## src/rtl/i2c_pkg.sv

```systemverilog
// Shared types and widths for the I2C target.
package i2c_pkg;
    localparam int I2C_ADDR_W = 7;
    localparam int I2C_BYTE_W = 8;

    typedef enum logic [2:0] {
        IDLE,
        ADDR,
        ADDR_ACK,
        WRITE,
        WRITE_ACK,
        READ,
        READ_ACK,
        IGNORE
    } i2c_slave_state_t;
endpackage

```

## src/rtl/i2c_sync_edge.sv

```systemverilog
// Synchronizes one asynchronous bus line and flags its edges.
// Level and edge pulses appear STAGES clk after the pin changes; the FSM registers them one clk later.
module i2c_sync_edge #(
    parameter int STAGES = 2
) (
    input  logic clk,
    input  logic reset_n,
    input  logic din,
    output logic level,
    output logic rise,
    output logic fall
);
    // chain[STAGES-1:0] is the synchronizer, chain[STAGES] holds the previous level
    logic [STAGES:0] chain;

    always_ff @(posedge clk or negedge reset_n) begin
        if (!reset_n) begin
            chain <= '1;
        end else begin
            chain <= {chain[STAGES-1:0], din};
        end
    end

    assign level = chain[STAGES-1];
    assign rise  = chain[STAGES-1] & ~chain[STAGES];
    assign fall  = ~chain[STAGES-1] & chain[STAGES];
endmodule

```

## src/rtl/i2c_slave.sv

```systemverilog
// I2C target with a 7-bit address: receives written bytes, returns tx_data on reads.
// Bus events act SYNC_STAGES+1 clk after the pins move; clock stretching is not used.
module i2c_slave
    import i2c_pkg::*;
#(
    parameter logic [I2C_ADDR_W-1:0] SLAVE_ADDR  = 7'h50,
    parameter int                    SYNC_STAGES = 2
) (
    input  logic                  clk,
    input  logic                  reset_n,
    input  logic                  scl_i,
    input  logic                  sda_i,
    output logic                  sda_oe,
    output logic [I2C_BYTE_W-1:0] rx_data,
    output logic                  rx_valid,
    input  logic [I2C_BYTE_W-1:0] tx_data,
    output logic                  tx_req,
    output logic                  rw,
    output logic                  busy
);
    logic scl_lvl, scl_rise, scl_fall;
    logic sda_lvl, sda_rise, sda_fall;

    i2c_sync_edge #(.STAGES(SYNC_STAGES)) u_scl (
        .clk     (clk),
        .reset_n (reset_n),
        .din     (scl_i),
        .level   (scl_lvl),
        .rise    (scl_rise),
        .fall    (scl_fall)
    );

    i2c_sync_edge #(.STAGES(SYNC_STAGES)) u_sda (
        .clk     (clk),
        .reset_n (reset_n),
        .din     (sda_i),
        .level   (sda_lvl),
        .rise    (sda_rise),
        .fall    (sda_fall)
    );

    i2c_slave_state_t      state, state_nxt;
    logic [3:0]            bit_cnt, bit_cnt_nxt;
    logic [I2C_BYTE_W-1:0] shreg, shreg_nxt;
    logic [I2C_BYTE_W-1:0] rx_data_nxt;
    logic                  sda_oe_nxt, rx_pend, rx_pend_nxt, rx_valid_nxt;
    logic                  tx_req_nxt, rw_nxt, busy_nxt;
    logic                  start_det, stop_det;

    assign start_det = scl_lvl & sda_fall;
    assign stop_det  = scl_lvl & sda_rise;

    always_ff @(posedge clk or negedge reset_n) begin
        if (!reset_n) begin
            state    <= IDLE;
            bit_cnt  <= '0;
            shreg    <= '0;
            sda_oe   <= 1'b0;
            rx_data  <= '0;
            rx_pend  <= 1'b0;
            rx_valid <= 1'b0;
            tx_req   <= 1'b0;
            rw       <= 1'b0;
            busy     <= 1'b0;
        end else begin
            state    <= state_nxt;
            bit_cnt  <= bit_cnt_nxt;
            shreg    <= shreg_nxt;
            sda_oe   <= sda_oe_nxt;
            rx_data  <= rx_data_nxt;
            rx_pend  <= rx_pend_nxt;
            rx_valid <= rx_valid_nxt;
            tx_req   <= tx_req_nxt;
            rw       <= rw_nxt;
            busy     <= busy_nxt;
        end
    end

    always_comb begin
        state_nxt    = state;
        bit_cnt_nxt  = bit_cnt;
        shreg_nxt    = shreg;
        sda_oe_nxt   = sda_oe;
        rx_data_nxt  = rx_data;
        rx_pend_nxt  = 1'b0;
        rx_valid_nxt = rx_pend;
        tx_req_nxt   = 1'b0;
        rw_nxt       = rw;
        busy_nxt     = busy;

        // START outranks STOP and any SCL edge seen in the same cycle
        if (start_det) begin
            state_nxt   = ADDR;
            bit_cnt_nxt = '0;
            sda_oe_nxt  = 1'b0;
        end else if (stop_det) begin
            state_nxt   = IDLE;
            bit_cnt_nxt = '0;
            sda_oe_nxt  = 1'b0;
            busy_nxt    = 1'b0;
        end else begin
            case (state)
                ADDR: begin
                    if (scl_rise) begin
                        shreg_nxt   = {shreg[I2C_BYTE_W-2:0], sda_lvl};
                        bit_cnt_nxt = bit_cnt + 4'd1;
                    end else if (scl_fall && bit_cnt == 4'd8) begin
                        if (shreg[I2C_BYTE_W-1:1] == SLAVE_ADDR) begin
                            state_nxt  = ADDR_ACK;
                            sda_oe_nxt = 1'b1;
                            busy_nxt   = 1'b1;
                            rw_nxt     = shreg[0];
                        end else begin
                            state_nxt  = IGNORE;
                            sda_oe_nxt = 1'b0;
                            busy_nxt   = 1'b0;
                        end
                    end
                end
                ADDR_ACK: begin
                    if (scl_rise) begin
                        tx_req_nxt = rw;
                    end else if (scl_fall) begin
                        bit_cnt_nxt = '0;
                        if (rw) begin
                            state_nxt  = READ;
                            shreg_nxt  = tx_data;
                            sda_oe_nxt = ~tx_data[I2C_BYTE_W-1];
                        end else begin
                            state_nxt  = WRITE;
                            sda_oe_nxt = 1'b0;
                        end
                    end
                end
                WRITE: begin
                    if (scl_rise) begin
                        shreg_nxt   = {shreg[I2C_BYTE_W-2:0], sda_lvl};
                        bit_cnt_nxt = bit_cnt + 4'd1;
                        if (bit_cnt == 4'd7) begin
                            rx_data_nxt = {shreg[I2C_BYTE_W-2:0], sda_lvl};
                            rx_pend_nxt = 1'b1;
                        end
                    end else if (scl_fall && bit_cnt == 4'd8) begin
                        state_nxt   = WRITE_ACK;
                        sda_oe_nxt  = 1'b1;
                        bit_cnt_nxt = '0;
                    end
                end
                WRITE_ACK: begin
                    if (scl_fall) begin
                        state_nxt  = WRITE;
                        sda_oe_nxt = 1'b0;
                    end
                end
                READ: begin
                    if (scl_rise) begin
                        bit_cnt_nxt = bit_cnt + 4'd1;
                    end else if (scl_fall) begin
                        if (bit_cnt == 4'd8) begin
                            state_nxt  = READ_ACK;
                            sda_oe_nxt = 1'b0;
                        end else if (bit_cnt != 4'd0) begin
                            shreg_nxt  = {shreg[I2C_BYTE_W-2:0], 1'b0};
                            sda_oe_nxt = ~shreg[I2C_BYTE_W-2];
                        end
                    end
                end
                READ_ACK: begin
                    // a fall here is only reachable after the controller ACKed
                    if (scl_rise) begin
                        if (!sda_lvl) begin
                            tx_req_nxt = 1'b1;
                        end else begin
                            state_nxt = IGNORE;
                        end
                    end else if (scl_fall) begin
                        state_nxt   = READ;
                        bit_cnt_nxt = '0;
                        shreg_nxt   = tx_data;
                        sda_oe_nxt  = ~tx_data[I2C_BYTE_W-1];
                    end
                end
                default: begin
                    sda_oe_nxt = 1'b0;
                end
            endcase
        end
    end
endmodule

```

## config.mk

```make
export PLATFORM = sky130hd
export DESIGN_NAME = i2c_slave
export DESIGN_NICKNAME = d
export VERILOG_FILES = /design/src/rtl/i2c_pkg.sv /design/src/rtl/i2c_sync_edge.sv /design/src/rtl/i2c_slave.sv
export SDC_FILE = /design/constraint.sdc
export NUM_CORES = 1
export LEC_CHECK = 0
export ABC_AREA = 1
export CAP_MARGIN = 40
export CELL_PAD_IN_SITES_DETAIL_PLACEMENT = 1
export CELL_PAD_IN_SITES_GLOBAL_PLACEMENT = 1
export CORE_UTILIZATION = 40
export CTS_BUF_LIST = sky130_fd_sc_hd__clkbuf_4 sky130_fd_sc_hd__clkbuf_8 sky130_fd_sc_hd__clkbuf_16
export CTS_CLUSTER_DIAMETER = 60
export DETAILED_ROUTE_END_ITERATION = 12
export PLACE_DENSITY_LB_ADDON = 0.25
export SLEW_MARGIN = 20
export SYNTH_ARGS = -nofsm -noshare
export SYNTH_HDL_FRONTEND = slang
export SYNTH_HIERARCHICAL = 1
export SYNTH_SLANG_ARGS = --single-unit
```

## constraint.sdc

```tcl
create_clock -name clk -period 2.1 [get_ports clk]
set_input_delay 0.42 -clock clk [delete_from_list [all_inputs] [get_ports clk]]
set_output_delay 0.42 -clock clk [all_outputs]
set_load 0.1 [all_outputs]
```

==> implementation parameters <==
Parameter                              Value

STA
  Unrepaired setup endpoints after global routing ... no
  Clock skew after layout ... 0.01076 ns
  Post-route fraction of the period consumed by the critical path ... 0.9302
  F_max ... between 500 and 600 MHz
  Final Slew Violations ... 0
  Slew at the pin closest to its max-slew limit ... 0.5482 ns
  Final setup viols ... 0
  Accumulated negative setup slack ... 0 ns
  Headroom to the max-slew limit ... 0.6346
  Final hold violations ... 0
  Period minus WS final ... just under 2 ns

Clocking
  Cell at the root of the clock tree ... sky130_fd_sc_hd__clkbuf_8
  Post-CTS setup buffers ... 0
  Number of buffers inserted during clock tree synthesis ... 5
  Latest clock arrival within the worst-skew pair ... 0.29 ns
  Longest Clk Path Bufs ... 2
  Number of sinks handled by clock tree synthesis ... 35
  Post-CTS clock slew at the launch and capture registers of the worst setup and hold paths ... ~0.080 ns
  Clock tree from TritonCTS ... yes
  # H-tree levels ... 2

Layout
  Relative area change from synthesis to final layout ... 18.46%
  Most frequent standard cell in the layout excluding fill and tap cells ... sky130_fd_sc_hd__nand2_1
  Cell Count, Final, Fillers Out ... 363
  Proportion of layout cells with a drive suffix above 1 ... 0.1892
  Most frequent cells in the layout ... sky130_fd_sc_hd__nand2_1, sky130_fd_sc_hd__nor2_1, sky130_fd_sc_hd__dfrtp_1
  Antenna cells ... 0
  Post-layout instance area ... 2409 um^2
  Layout net count ... 309

Floorplanning
  Die Outline Area ... 5372 um^2
  Effective utilization at floorplan ... 0.4221
  Ports ... 25
  Row Count ... 25
  Die Width ... about 73 um
  Core outline area ... 4817 um^2
  Vertical extent of the die ... 73.30 um

Drt
  Final antenna-violating net count ... 0
  Wire length per cell after detailed routing ... 15.18 um
  # DRC ... 0
  Drt pass-1 iters ... 4
  Vias per inst ... 5.174
  Initial detailed-routing violation count ... 93
  Wire length reported by the detailed router ... 5511 um
  Vias ... 1,878

Logic synthesis
  Cell area after synthesis ... 2033 um^2
  Avg Cell Area, Syn ... ~7.6 um^2
  Leading area contributor after synthesis ... sky130_fd_sc_hd__dfrtp_1
  Area share of fa/ha/maj cells after synthesis ... 0.01231
  Fraction of the yosys area taken by sequential cells ... 0.4345
  Largest family of logic cells by synthesized area ... simple AND/OR/NAND/NOR gates
  Number of warnings reported in the yosys synthesis log ... 6
  Most instantiated flip-flop cell in the synthesis netlist ... sky130_fd_sc_hd__dfrtp_1
  Simple logic cell fraction of the synthesized area ... 0.3569
  Count of flip-flops with a built-in enable after synthesis ... 0
  Cell types with the largest area share after synthesis ... sky130_fd_sc_hd__dfrtp_1, sky130_fd_sc_hd__nand2_1, sky130_fd_sc_hd__dfstp_2, sky130_fd_sc_hd__nor2_1, sky130_fd_sc_hd__inv_1
  Complex-gate fraction of the synthesized area ... 0.09785
  Post-Syn Nets ... 281
  Area share of xor/xnor cells in the synthesized design ... 0.008615
  Flip-flop and latch count after synthesis ... 35
  Mux contribution to synthesized area ... 0
  Async S/R FF share, synth ... 1.000
  Area fraction of the dominant cell type after synthesis ... 0.3569
  Cells after Synth ... roughly 270
  Number of unique standard cell types used by synthesis ... 31

Worst setup path
  CP Data Arrival Time ... 2.12 ns
  Maximum fanout encountered on the critical timing path ... 17
  Kind of launch point of the worst setup path ... register
  Start-to-end type of the worst setup path ... reg -> reg
  Worst path required time ... approximately 2.3 ns
  Crit. End Element ... register

Run status
  Status ... completed

Placed design
  Buffers added on ports ... 24
  HPWL reported at the end of detailed placement ... around 4100 um
  RD Place Congestion ... 0.9200
  Post-detailed-placement cell area ... 2272 um^2
  Dpl cells ... 353

Power and ir drop
  Power density relative to cell area ... 1335 nW/um^2
  LEAKAGE ... 1.208 nW
  Max VDD drop ... just under 0.5 mV

GRT
  Antenna violations before repair ... 0
  Remaining Overflow, GRT ... 0
  Number of global-route vias before repair ... around 2,000
  Global-route wire length before repair ... 9315 um
  Gr usage total ... 0.2352
  Largest net degree at the start of global routing ... 36

Worst hold path
  Min-delay worst type ... reg -> reg

Flow run
  Max-cap violations ... 0
==> state kept, by name (all words and copies together), names as in the netlist <==
name and count:
state 3, rx_valid 1, rw 1, u_sda/chain 3
rx_data 8, bit_cnt 4, shreg 8, rx_pend 1
tx_req 1, busy 1, u_scl/chain 3, sda_oe 1
==> synthesized netlist by cell type, types with 2 or more instances <==
cell type                 number
sky130_fd_sc_hd__buf_2         2
sky130_fd_sc_hd__dfrtp_1      29
sky130_fd_sc_hd__nand3_2       4
sky130_fd_sc_hd__dfstp_2       6
sky130_fd_sc_hd__a21oi_1      11
sky130_fd_sc_hd__nand3_1      18
sky130_fd_sc_hd__buf_6         4
sky130_fd_sc_hd__inv_4         3
sky130_fd_sc_hd__nor2_4        2
sky130_fd_sc_hd__nand4_1       9
sky130_fd_sc_hd__nand2_2       4
sky130_fd_sc_hd__ha_1          2
sky130_fd_sc_hd__inv_2         4
sky130_fd_sc_hd__nand2_1      68
sky130_fd_sc_hd__nor2_1       36
sky130_fd_sc_hd__o21ai_1      17
sky130_fd_sc_hd__nor2_2        2
sky130_fd_sc_hd__nor3_1        3
sky130_fd_sc_hd__nand2_4       2
sky130_fd_sc_hd__inv_1        25
sky130_fd_sc_hd__o21ai_0       6
==> layer usage <==
metal  global-route usage  up-vias  share of wire
met1               0.3030      907           0.46
met2               0.3837       44           0.48
met4               0.1004        0          0.024
met5                    0        -              0
met3              0.04938       13          0.038
li1                     -      914              -
==> report_power, final <==
group | total (mW) | internal [mW] | switching, mW
Clock | 0.555 | 0.312 | 0.243
Combinational | 1.62 | 0.522 | 1.10
Sequential | 1.04 | 0.832 | 0.208
Total | 3.21 | 1.67 | 1.55
==> layout make-up <==
class	count	area [um^2]
fill	631	2409
multi-input combinational	194	969.7
sequential	35	883.3
timing repair buffer	27	240.2
inverter	32	127.6
clock buffer	8	103.9
tap	67	83.83
==> cell families after synthesis <==
kind of cell	Yosys count
compound gates	37
fa+ha+maj	2
flops	35
buf+inv	38
simple gates	153
xor+xnor	2
==> worst paths after layout <==
| kind | from | endpoint | slack [ns] | cells past startpoint |
|---|---|---|---|---|
| min in group asynchronous | reset_n | bit_cnt[2] | 0.52 | 2 |
| worst max-delay path | u_scl/chain[1] | rx_data[2] | 0.15 | 7 |
| worst max register to register | u_scl/chain[1] | rx_data[2] | 0.15 | 7 |
| worst min register to register | u_scl/chain[0] | u_scl/chain[1] | 0.35 | 0 |
| worst min-delay path | u_scl/chain[0] | u_scl/chain[1] | 0.35 | 0 |
| max in group asynchronous | reset_n | u_sda/chain[1] | 1.09 | 3 |
==> critical path, stage by stage (launching register included) <==
cell and delay [ns]:
sky130_fd_sc_hd__dfstp_2 0.58, sky130_fd_sc_hd__inv_1 0.06, sky130_fd_sc_hd__nor2_2 0.20, sky130_fd_sc_hd__inv_2 0.15
sky130_fd_sc_hd__nor2_2 0.22, sky130_fd_sc_hd__nand3_2 0.35, sky130_fd_sc_hd__nand2_1 0.17, sky130_fd_sc_hd__o21ai_1 0.08
==> metrics by stage <==
step	hold slack (ns)	power, mW	utilization	worst slack [ns]
finish	0.3480	3.214	0.5000	0.1467
global route	0.3653	3.506	0.5000	0.01740
CTS	0.2373	3.229	0.4932	0.04643
detailed placement	0.3465	2.649	0.4717	0.09279
global placement	0.3440	2.600	0.4717	0.2343
floorplan	0.1244	2.340	-	0.3464
==> timing repair <==
item | in CTS | in global routing
hold buffers | 0 | 1
gates resized for setup | 0 | 1
setup endpoints to repair | 0 | 11
endpoints found under the hold margin | 0 | 5
(Power assumes the default switching activity.)
